<file path="src/rtl/mem_stage_pkg.sv">
// mem_stage_pkg: shared definitions for the data-memory pipeline stage.
//   state_t         - access FSM states (IDLE, ACCESS)
//   CNT_W           - width of the access timeout counter
//   TIMEOUT_DEFAULT - default number of ACCESS cycles before an abort
package mem_stage_pkg;

    typedef enum logic [0:0] {
        IDLE   = 1'b0,
        ACCESS = 1'b1
    } state_t;

    localparam int CNT_W           = 8;
    localparam int TIMEOUT_DEFAULT = 15;

endpackage

</file>
<file path="src/rtl/mem_stage.sv">
// mem_stage: data-memory stage of the 16-bit pipelined CPU.
// Takes the EX/MEM register contents, runs a req/ack access to the data RAM
// for loads and stores (stalling upstream while it waits), and presents a
// registered write-back slot to MEM/WB.
// Ports:
//   clk, rst_n                  - clock, synchronous active-low reset
//   DataAddress, DataIn         - address / ALU result, store data
//   ReadMem, WriteMem           - load / store request
//   quarter, write              - destination register, register-write flag
//   stall                       - combinational hold for upstream stages
//   ram_req, ram_we             - registered RAM request and direction
//   ram_addr, ram_wdata         - registered RAM address and store data
//   ram_ack, ram_rdata          - RAM completion pulse and load data
//   wb_valid, wb_write          - write-back slot valid, register-file write
//   wb_quarter, wb_data         - write-back destination and value
//   mem_err                     - one-cycle pulse on timeout abort
module mem_stage
    import mem_stage_pkg::*;
#(
    parameter int ADDR_W  = 16,
    parameter int DATA_W  = 16,
    parameter int TIMEOUT = TIMEOUT_DEFAULT
) (
    input  logic              clk,
    input  logic              rst_n,
    input  logic [ADDR_W-1:0] DataAddress,
    input  logic [DATA_W-1:0] DataIn,
    input  logic              ReadMem,
    input  logic              WriteMem,
    input  logic [1:0]        quarter,
    input  logic              write,
    output logic              stall,
    output logic              ram_req,
    output logic              ram_we,
    output logic [ADDR_W-1:0] ram_addr,
    output logic [DATA_W-1:0] ram_wdata,
    input  logic              ram_ack,
    input  logic [DATA_W-1:0] ram_rdata,
    output logic              wb_valid,
    output logic              wb_write,
    output logic [1:0]        wb_quarter,
    output logic [DATA_W-1:0] wb_data,
    output logic              mem_err
);

    // Counter value seen during the last permitted ACCESS cycle.
    localparam logic [CNT_W-1:0] CNT_LAST = CNT_W'(TIMEOUT - 1);

    state_t              state_r, state_s;
    logic [CNT_W-1:0]    cnt_r, cnt_s;
    logic                req_r, req_s;
    logic                we_r, we_s;
    logic [ADDR_W-1:0]   addr_r, addr_s;
    logic [DATA_W-1:0]   wdata_r, wdata_s;
    logic                is_load_r, is_load_s;
    logic [1:0]          quarter_r, quarter_s;
    logic                write_r, write_s;
    logic                wb_valid_r, wb_valid_s;
    logic                wb_write_r, wb_write_s;
    logic [1:0]          wb_quarter_r, wb_quarter_s;
    logic [DATA_W-1:0]   wb_data_r, wb_data_s;
    logic                mem_err_r, mem_err_s;
    logic                stall_s;
    logic                timeout_s;

    // Next-state, capture, counter and write-back slot computation.
    always_comb begin
        state_s      = state_r;
        cnt_s        = cnt_r;
        req_s        = req_r;
        we_s         = we_r;
        addr_s       = addr_r;
        wdata_s      = wdata_r;
        is_load_s    = is_load_r;
        quarter_s    = quarter_r;
        write_s      = write_r;
        wb_valid_s   = 1'b0;
        wb_write_s   = 1'b0;
        wb_quarter_s = wb_quarter_r;
        wb_data_s    = wb_data_r;
        mem_err_s    = 1'b0;
        stall_s      = 1'b0;
        timeout_s    = (cnt_r == CNT_LAST);

        case (state_r)
            IDLE: begin
                if (ReadMem || WriteMem) begin
                    // Launch the access; the slot behind it is a bubble.
                    stall_s   = 1'b1;
                    state_s   = ACCESS;
                    cnt_s     = {CNT_W{1'b0}};
                    req_s     = 1'b1;
                    we_s      = WriteMem & ~ReadMem;
                    addr_s    = DataAddress;
                    wdata_s   = DataIn;
                    is_load_s = ReadMem;
                    quarter_s = quarter;
                    write_s   = write;
                end else begin
                    // Non-memory op retires with the ALU result.
                    wb_valid_s   = 1'b1;
                    wb_write_s   = write;
                    wb_quarter_s = quarter;
                    wb_data_s    = DataAddress;
                end
            end
            ACCESS: begin
                if (ram_ack) begin
                    // Ack wins over a coincident timeout.
                    state_s      = IDLE;
                    req_s        = 1'b0;
                    wb_valid_s   = 1'b1;
                    wb_quarter_s = quarter_r;
                    if (is_load_r) begin
                        wb_write_s = write_r;
                        wb_data_s  = ram_rdata;
                    end else begin
                        wb_write_s = 1'b0;
                        wb_data_s  = {DATA_W{1'b0}};
                    end
                end else if (timeout_s) begin
                    // Abort: retire as a non-writing slot and flag the error.
                    state_s      = IDLE;
                    req_s        = 1'b0;
                    wb_valid_s   = 1'b1;
                    wb_quarter_s = quarter_r;
                    wb_data_s    = {DATA_W{1'b0}};
                    mem_err_s    = 1'b1;
                end else begin
                    stall_s = 1'b1;
                    if (cnt_r != {CNT_W{1'b1}}) begin
                        cnt_s = cnt_r + CNT_W'(1);
                    end else begin
                        cnt_s = cnt_r;
                    end
                end
            end
            default: begin
                state_s = IDLE;
                req_s   = 1'b0;
            end
        endcase
    end

    // State, capture and write-back registers with synchronous reset.
    always_ff @(posedge clk) begin
        if (!rst_n) begin
            state_r      <= IDLE;
            cnt_r        <= {CNT_W{1'b0}};
            req_r        <= 1'b0;
            we_r         <= 1'b0;
            addr_r       <= {ADDR_W{1'b0}};
            wdata_r      <= {DATA_W{1'b0}};
            is_load_r    <= 1'b0;
            quarter_r    <= 2'b00;
            write_r      <= 1'b0;
            wb_valid_r   <= 1'b0;
            wb_write_r   <= 1'b0;
            wb_quarter_r <= 2'b00;
            wb_data_r    <= {DATA_W{1'b0}};
            mem_err_r    <= 1'b0;
        end else begin
            state_r      <= state_s;
            cnt_r        <= cnt_s;
            req_r        <= req_s;
            we_r         <= we_s;
            addr_r       <= addr_s;
            wdata_r      <= wdata_s;
            is_load_r    <= is_load_s;
            quarter_r    <= quarter_s;
            write_r      <= write_s;
            wb_valid_r   <= wb_valid_s;
            wb_write_r   <= wb_write_s;
            wb_quarter_r <= wb_quarter_s;
            wb_data_r    <= wb_data_s;
            mem_err_r    <= mem_err_s;
        end
    end

    // Stall is forced low while reset is asserted.
    assign stall      = rst_n & stall_s;
    assign ram_req    = req_r;
    assign ram_we     = we_r;
    assign ram_addr   = addr_r;
    assign ram_wdata  = wdata_r;
    assign wb_valid   = wb_valid_r;
    assign wb_write   = wb_write_r;
    assign wb_quarter = wb_quarter_r;
    assign wb_data    = wb_data_r;
    assign mem_err    = mem_err_r;

endmodule

</file>
<file path="config.mk">
export PLATFORM = sky130hd
export DESIGN_NAME = mem_stage
export DESIGN_NICKNAME = d
export VERILOG_FILES = /design/src/rtl/mem_stage_pkg.sv /design/src/rtl/mem_stage.sv
export SDC_FILE = /design/constraint.sdc
export NUM_CORES = 1
export LEC_CHECK = 0
export CORE_ASPECT_RATIO = 1.1
export CORE_MARGIN = 4
export CORE_UTILIZATION = 46
export CTS_CLUSTER_SIZE = 28
export DETAILED_ROUTE_END_ITERATION = 10
export PLACE_DENSITY = 0.85
export SLEW_MARGIN = 20
export SYNTH_ARGS = -nofsm -noshare
export SYNTH_HDL_FRONTEND = slang
export SYNTH_SLANG_ARGS = --single-unit
</file>
<file path="constraint.sdc">
create_clock -name clk -period 2.9 [get_ports clk]
set_clock_uncertainty 0.1 [all_clocks]
set_input_delay 0.29 -clock clk [delete_from_list [all_inputs] [get_ports clk]]
set_output_delay 0.29 -clock clk [all_outputs]
set_load 0.02 [all_outputs]
</file>
Word level (Yosys, flattened, before mapping)
Cells that the tools add are included.
{ "totals": {"wordCells": 64, "in_bits": 56, "ff_bits": 68, "out_inout_bits": 56} }
{ "classes": {"bitwise": 5, "n_eq_ne": 8, "n_reduce_logical": 6, "mux": 30, "add_sub_neg": 1} }
{ "ops": {"columns": ["operator", "count"], "rows": [
  ["$mux 16", 4],
  ["$mux 8", 4],
  ["$pmux 16 s2", 1],
  ["$pmux 8 s2", 1],
  ["$mux 1", 12],
  ["$add 8x1->8 const B", 1],
  ["$eq 8x4->1 const B", 1],
  ["$ne 2x2->1 const B", 4],
  ["$ne 8x8->1 const B", 1],
  ["$pmux 1 s2", 4],
  ["$mux 2", 3],
  ["$reduce_and 2->1", 3],
  ["$pmux 2 s2", 1],
  ["$reduce_and 4->1", 1],
  ["$ne 3x2->1 const B", 1],
  ["$not 1->1", 3],
  ["$reduce_or 3->1", 1],
  ["$and 1x1->1", 2],
  ["$ne 2x1->1 const B", 1],
  ["$logic_or 1x1->1", 1]
]} }

Logic depth before layout (Yosys ltp)
Gate-level depths: netlist of the first run.
{ "logic_depth": {"ltp_word": 5, "mapped_depth": 8, "depth_no_buf": 6} }

Least setup slack after synthesis of the first run
OpenSTA, ideal clock, no wires.
{ "synth_timing": {"path_kind": "register -> register", "from": "reg cnt_r[0]", "to": "reg cnt_r[1]", "t_required_ns": 2.730, "setup_time_ns": 0.070, "stages_incl_launch_ff": 8, "period_less_slack_ns": 1.829, "arrival_time_ns": 1.659, "n_path_buf": 1, "slack_ns": 1.071, "path_cell_list": "dfxtp_1 > inv_1 > ha_1 > nor4b_2 > and4_4 > buf_6 > or4_1 > a21oi_1"} }
{ "synth_via": {"elab_chain_cells": 5, "elab_cells_between_ends": 10, "cone_classes": "add/sub (1); eq/ne (4); mux (4); reduce/logical (1)"} }
{ "synth_lines": {"columns": ["item", "line", "source"], "rows": [
  ["start, declared", "mem_stage.sv:50", "logic [CNT_W-1:0] cnt_r, cnt_s;"],
  ["start signal, assigned", "mem_stage.sv:149", "cnt_r <= {CNT_W{1'b0}};"],
  ["start signal, assigned", "mem_stage.sv:164", "cnt_r <= cnt_s;"],
  ["$add 8x1->8", "mem_stage.sv:132", "cnt_s = cnt_r + CNT_W'(1);"],
  ["$mux 8", "mem_stage.sv:131", "if (cnt_r != {CNT_W{1'b1}}) begin"],
  ["$mux 8", "mem_stage.sv:121", "end else if (timeout_s) begin"],
  ["$mux 8", "mem_stage.sv:108", "if (ram_ack) begin"],
  ["$pmux 8 s2", "mem_stage.sv:85", "case (state_r)"]
]} }
Parallel ways exist; a longest one is shown, timed or not. The select of a mux whose other input is x is not followed.
A chain may end at the register's enable or synchronous reset.

Worst setup path in the final report of the first run
{ "layout_timing": {"from": "in ReadMem", "to": "out stall"} }
{ "layout_via": {"elab_chain_cells": 4} }
{ "layout_lines": {"columns": ["item", "line", "source"], "rows": [
  ["start, declared", "mem_stage.sv:28", "input logic ReadMem,"],
  ["$logic_or 1x1->1", "mem_stage.sv:87", "if (ReadMem || WriteMem) begin"],
  ["$mux 1", "mem_stage.sv:87", null],
  ["$pmux 1 s2", "mem_stage.sv:85", null],
  ["$and 1x1->1", "mem_stage.sv:181", "assign stall = rst_n & stall_s;"],
  ["end, declared", "mem_stage.sv:32", "output logic stall,"]
]} }
No other way between the ends.

==> metrics, run 1 <==
1st-pass router iterations 7; Net Sw Frac 0.272; core region area approximately 5800 µm²; die width 81.9 µm; placed inst area 3900 µm²; Mapped Nets a little under 400; sequential area share after synthesis 0.493; Chip Height 89.3 µm; final WL 8190 µm; critical path type in2out; boundary pin count ~110; Synth Area in Simple Gates 0.242; Yosys top cell area share 0.493; Final #Nets roughly 500; largest cells by area after synthesis dfxtp_1 49%, nand2_1 10%, a21oi_1 7.8%; Peak VDD IR about 0.5 mV; EDFF count, synth 0; # Post-CTS Setup Buffers 0; post-CTS sizing 0; main flop type after synthesis dfxtp_1; initial antenna violation count 0; max-slew violation count 0; vias in the first global route about 2700; Fin. Hold Viols 0; cells after synthesis 327; DR WL/cell between 15 and 20 µm; Root Buffer clkbuf_8; non-filler instance count after layout slightly above 500; CTS Sinks between 60 and 70; post-route cell area 4120 µm²; Ant. Diodes 0; crit path max fanout 7; Starting Density 0.476; Int Power around 1.7 mW; worst hold path type reg2reg; RSZ-0062 raised after global routing false; Seq cells post-synth 68; clk_lat worst skew about 0.33 ns; gr usage total 0.227; Critical Path End Type output pin; vias per inst around 5.6; Avg Inst Size Synth between 8 and 9 µm²; Vias roughly 2900; Clock Path Buffers 2; largest net degree at the start of global routing between 60 and 70; Pleak approximately 1.5 nW; leading cell type in the layout, fill and taps excluded clkdlybuf4s50_1; Tmin final around 2.6 ns; Worst Path Required 2.51 ns; worst setup margin around 0.26 ns; mux contribution to synthesized area 0.00725; Comb power frac 0.207; Post-Synth XOR/XNOR Area 0; drc violations 0; Synth Cell Area between 2000 and 3000 µm²; Flop pwr share 0.439; routability cong. slightly below 0.9; max_slew headroom 0.553; Clock power frac 0.354; I/O Buffers around 110; Placement Rows 29; Final Setup Violations 0; power density over the cells about 570 nW/µm²; post-synthesis compound-gate area fraction 0.194; Initial DRC Count 368; main combinational cell family by area after synthesis simple AND/OR/NAND/NOR gates; Final Cycle Share 0.909; worst-margin pin slew approximately 0.67 ns; Final ANT Viol Nets 0; final setup TNS 0 ns; Switching Power about 0.64 mW; Synth area leader dfxtp_1; cts hold-fix bufs 0; first-pass GRT wire length ~13000 µm; post-place setup slack around 0.30 ns; Synth Area in Adders 0.00906; Distinct cells, synth 39; most frequent cells in the layout 111 x clkdlybuf4s50_1, 75 x nand2_1, 68 x dfxtp_1, 42 x a21oi_1, 41 x nor3_1; post-DP HPWL 5620 µm; clock transition at the registers of the reported paths 0.07 ns; Synth Warn # 0; Worst EP arrival roughly 2.3 ns; Die ar. 7310 µm²; CTS tree done; max capacitance violation total 0; share of layout cells above drive strength 1 0.0760; CTS HTree Levels 3; number of CTS-inserted buffers 9; Max Clk Rate 379 MHz; outcome finished, final reports clean; area grow syn2layout 49.1%; Post-synth ARST share 0; Overflow after GRT 0; CP startpoint kind primary input; Inst Count DP about 500
==> state kept, by name, indices dropped and copies added (netlist names), 2 cells and up <==
name        cells
ram_addr       16
quarter_r       2
wb_data        16
wb_quarter      2
cnt_r           8
ram_wdata      16
==> worst paths after layout <==
kind,from,end,slack [ns],cells past startpoint
min,ram_addr[12],ram_addr[12],0.35,2
min reg2reg,ram_addr[12],ram_addr[12],0.35,2
max,ReadMem,stall,0.26,6
max reg2reg,state_r,cnt_r[1],0.82,5
==> worst max-delay path: stages <==
cell and delay, ns:
clkdlybuf4s50_1 0.47, nor3_1 0.56, a21oi_2 0.07, nand2_1 0.23, nor2_1 0.08, clkdlybuf4s50_1 0.54
==> final cells by class <==
cell class	instances	area [µm²]
Fill cell	471	1690
Sequential cell	68	1360
Multi-Input combinational cell	227	1260
Timing Repair Buffer	119	1170
Clock buffer	9	124
Tap cell	77	96.3
Clock inverter	7	91.3
Inverter	4	15.0
==> cells by family (layout without fill, tap and decap cells) <==
kind of cell	after synthesis	in the layout
adders and majority gates	2	2
buffers and inverters	32	139
DFF	68	68
and+or+nand+nor	144	144
AOI/OAI and AO/OA	79	79
muxes	2	2
==> routing by layer <==
layer	vias to the layer above	global-route usage	wire length, µm
li1	1387	-	-
met1	1333	0.261	3230
met2	140	0.377	4010
met3	10	0.0917	869
met4	0	0.0891	76
met5	-	0	0
==> through the flow <==
stage | utilization | power, mW | hold slack [ns]
after floorplan | - | 1.29 | 0.269
after global routing | 0.709 | 2.47 | 0.376
after detailed placement | 0.672 | 1.55 | 0.348
final | 0.709 | 2.36 | 0.353
after CTS | 0.709 | 2.38 | 0.355
after global placement | 0.672 | 1.54 | 0.341
==> Yosys cell counts, types with 3 or more instances <==
library cell / instances
a21oi_1: 43
clkbuf_1: 15
nand3_1: 5
dfxtp_1: 68
nor2_1: 6
nand2_1: 75
nor3_1: 41
and3_1: 3
inv_1: 4
a222oi_1: 16
buf_2: 7
o221a_2: 3
==> power groups by stage <==
stage	clock network, mW	registers [mW]	logic (mW)
finish	0.837	1.04	0.488
global placement	0	1.06	0.481
global route	0.902	1.04	0.528
detailed placement	0	1.06	0.489
CTS	0.851	1.04	0.491
floorplan	0	1.12	0.170
(Power assumes the default switching activity.)
==> inputs of run 2 (changes only) <==
--- a/config.mk
+++ b/config.mk
@@ -7,10 +7,10 @@
 export LEC_CHECK = 0
 export CORE_ASPECT_RATIO = 1.1
 export CORE_MARGIN = 4
-export CORE_UTILIZATION = 46
+export CORE_UTILIZATION = 43
 export CTS_CLUSTER_SIZE = 28
 export DETAILED_ROUTE_END_ITERATION = 10
-export PLACE_DENSITY = 0.85
+export PLACE_DENSITY = 0.8
 export SLEW_MARGIN = 20
 export SYNTH_ARGS = -nofsm -noshare
 export SYNTH_HDL_FRONTEND = slang
==> constraint.sdc (replaced) <==
create_clock -name clk -period 2.83 [get_ports clk]
set_clock_uncertainty 0.1 [all_clocks]
set_input_delay 0.283 -clock clk [delete_from_list [all_inputs] [get_ports clk]]
set_output_delay 0.283 -clock clk [all_outputs]
set_load 0.02 [all_outputs]
==> metrics, run 2 (synthesized netlist as in run 1, its figures left out) <==
CTS tree done; post-CTS sizing 0; Net Sw Frac 0.272; Peak VDD IR roughly 0.53 mV; Clock power frac 0.362; post-route cell area 4150 µm²; CP max-delay cell dfxtp_1; final WL 8390 µm; Overflow after GRT 0; Final #Nets a little under 500; max-slew violation count 0; vias per inst 5.61; Vias ~2900; Ant. Diodes 0; clock transition at the registers of the reported paths roughly 0.070 ns; drc violations 0; initial antenna violation count 0; max_slew headroom 0.550; Critical Path End Type output pin; CP max stage delay roughly 0.70 ns; Die ar. approximately 7800 µm²; boundary pin count between 100 and 150; Root Buffer clkbuf_8; I/O Buffers 111; CTS Sinks 68; most frequent cells in the layout 111 x clkdlybuf4s50_1, 75 x nand2_1, 68 x dfxtp_1, 42 x a21oi_1, 41 x nor3_1; CTS HTree Levels 3; post-DP HPWL between 5000 and 6000 µm; Max Clk Rate just under 400 MHz; clk_lat worst skew 0.34 ns; cts hold-fix bufs 0; Placement Rows 30; max capacitance violation total 0; # Post-CTS Setup Buffers 0; worst path bufs/invs 1; Clock Path Buffers 2; cell chain of the critical path nor3_1 -> a21oi_2 -> nand2_1 -> nor2_1 -> clkdlybuf4s50_1; routability cong. approximately 0.86; Final Setup Violations 0; Final Cycle Share 0.920; CP startpoint kind flip-flop; leading cell type in the layout, fill and taps excluded clkdlybuf4s50_1; first-pass GRT wire length around 14000 µm; worst-margin pin slew ~0.67 ns; number of CTS-inserted buffers 9; placed inst area ~3900 µm²; Pleak between 1.5 and 2 nW; Tmin final 2.60 ns; Chip Height about 92 µm; Int Power approximately 1.8 mW; outcome finished, final reports clean; CP delay by family, top flip-flops; DR WL/cell around 16 µm; vias in the first global route around 2800; Worst Hold Margin 0.354 ns; RSZ-0062 raised after global routing false; Fin. Hold Viols 0; share of layout cells above drive strength 1 0.0760; gr usage total 0.222; fill count 520; final setup TNS 0 ns; Switching Power around 0.67 mW; Initial DRC Count approximately 300; 1st-pass router iterations 6; crit path max fanout 15; Comb power frac 0.205; Flop pwr share 0.433; Starting Density 0.446; largest net degree at the start of global routing 65; worst hold path type reg2reg; Worst Path Required 2.45 ns; die width roughly 84 µm; power density over the cells a little under 600 nW/µm²; Worst EP arrival 2.22 ns; Final ANT Viol Nets 0; area grow syn2layout 50.0%; core region area just over 6000 µm²; critical path type reg2out
-- run 2: area by class of cell --
| cell class | instances | area [µm²] | share of cell area |
|---|---|---|---|
| timing repair buffer | 119 | 1180 | 0.286 |
| inverter | 4 | 15.0 | 0.00362 |
| tap | 80 | 100 | 0.0241 |
| multi-input combinational | 227 | 1260 | 0.304 |
| clock buffer | 10 | 138 | 0.0332 |
| sequential | 68 | 1360 | 0.328 |
| clock inverter | 6 | 87.6 | 0.0211 |
-- run 2: metrics by stage --
step / util / std cells / setup WS [ns] / power, mW
finish: 0.669 / 514 / 0.226 / 2.46
global route: 0.669 / 514 / 0.0321 / 2.57
CTS: 0.669 / 514 / 0.242 / 2.48
detailed placement: 0.633 / 498 / 0.314 / 1.59
global placement: 0.633 / 498 / 0.408 / 1.58
floorplan: - / 327 / 1.00 / 1.33
-- run 2: path summary, 6_finish.rpt --
path	slack, ns	depth (start not counted)	startpoint	end
worst max-delay path	0.23	5	state_r	stall
worst max register to register	0.57	5	state_r	wb_data[11]
worst min register to register	0.35	2	ram_wdata[11]	ram_wdata[11]
worst min-delay path	0.35	2	ram_wdata[11]	ram_wdata[11]
-- run 2: tightest hold or removal path, delay by kind of cell, from the launching register on --
| family | cells | cell delay [ns] |
|---|---|---|
| flip-flops | 1 | 0.31 |
| AND/OR/NAND/NOR | 1 | 0.05 |
| AO/OA/AOI/OAI | 1 | 0.05 |
-- run 2: layer usage --
metal / part of all wire / global-route usage / vias up
met5: 0 / 0 / -
met3: 0.098 / 0.0925 / 18
met1: 0.40 / 0.265 / 1348
met2: 0.48 / 0.354 / 131
li1: - / - / 1388
met4: 0.019 / 0.0884 / 0
-- run 2: power groups by stage --
stage	combinational [mW]	sequential (mW)	clock [mW]
after floorplan	0.174	1.15	0
after global placement	0.497	1.08	0
after detailed placement	0.504	1.09	0
after CTS	0.508	1.07	0.902
after global routing	0.548	1.07	0.952
final	0.505	1.07	0.890
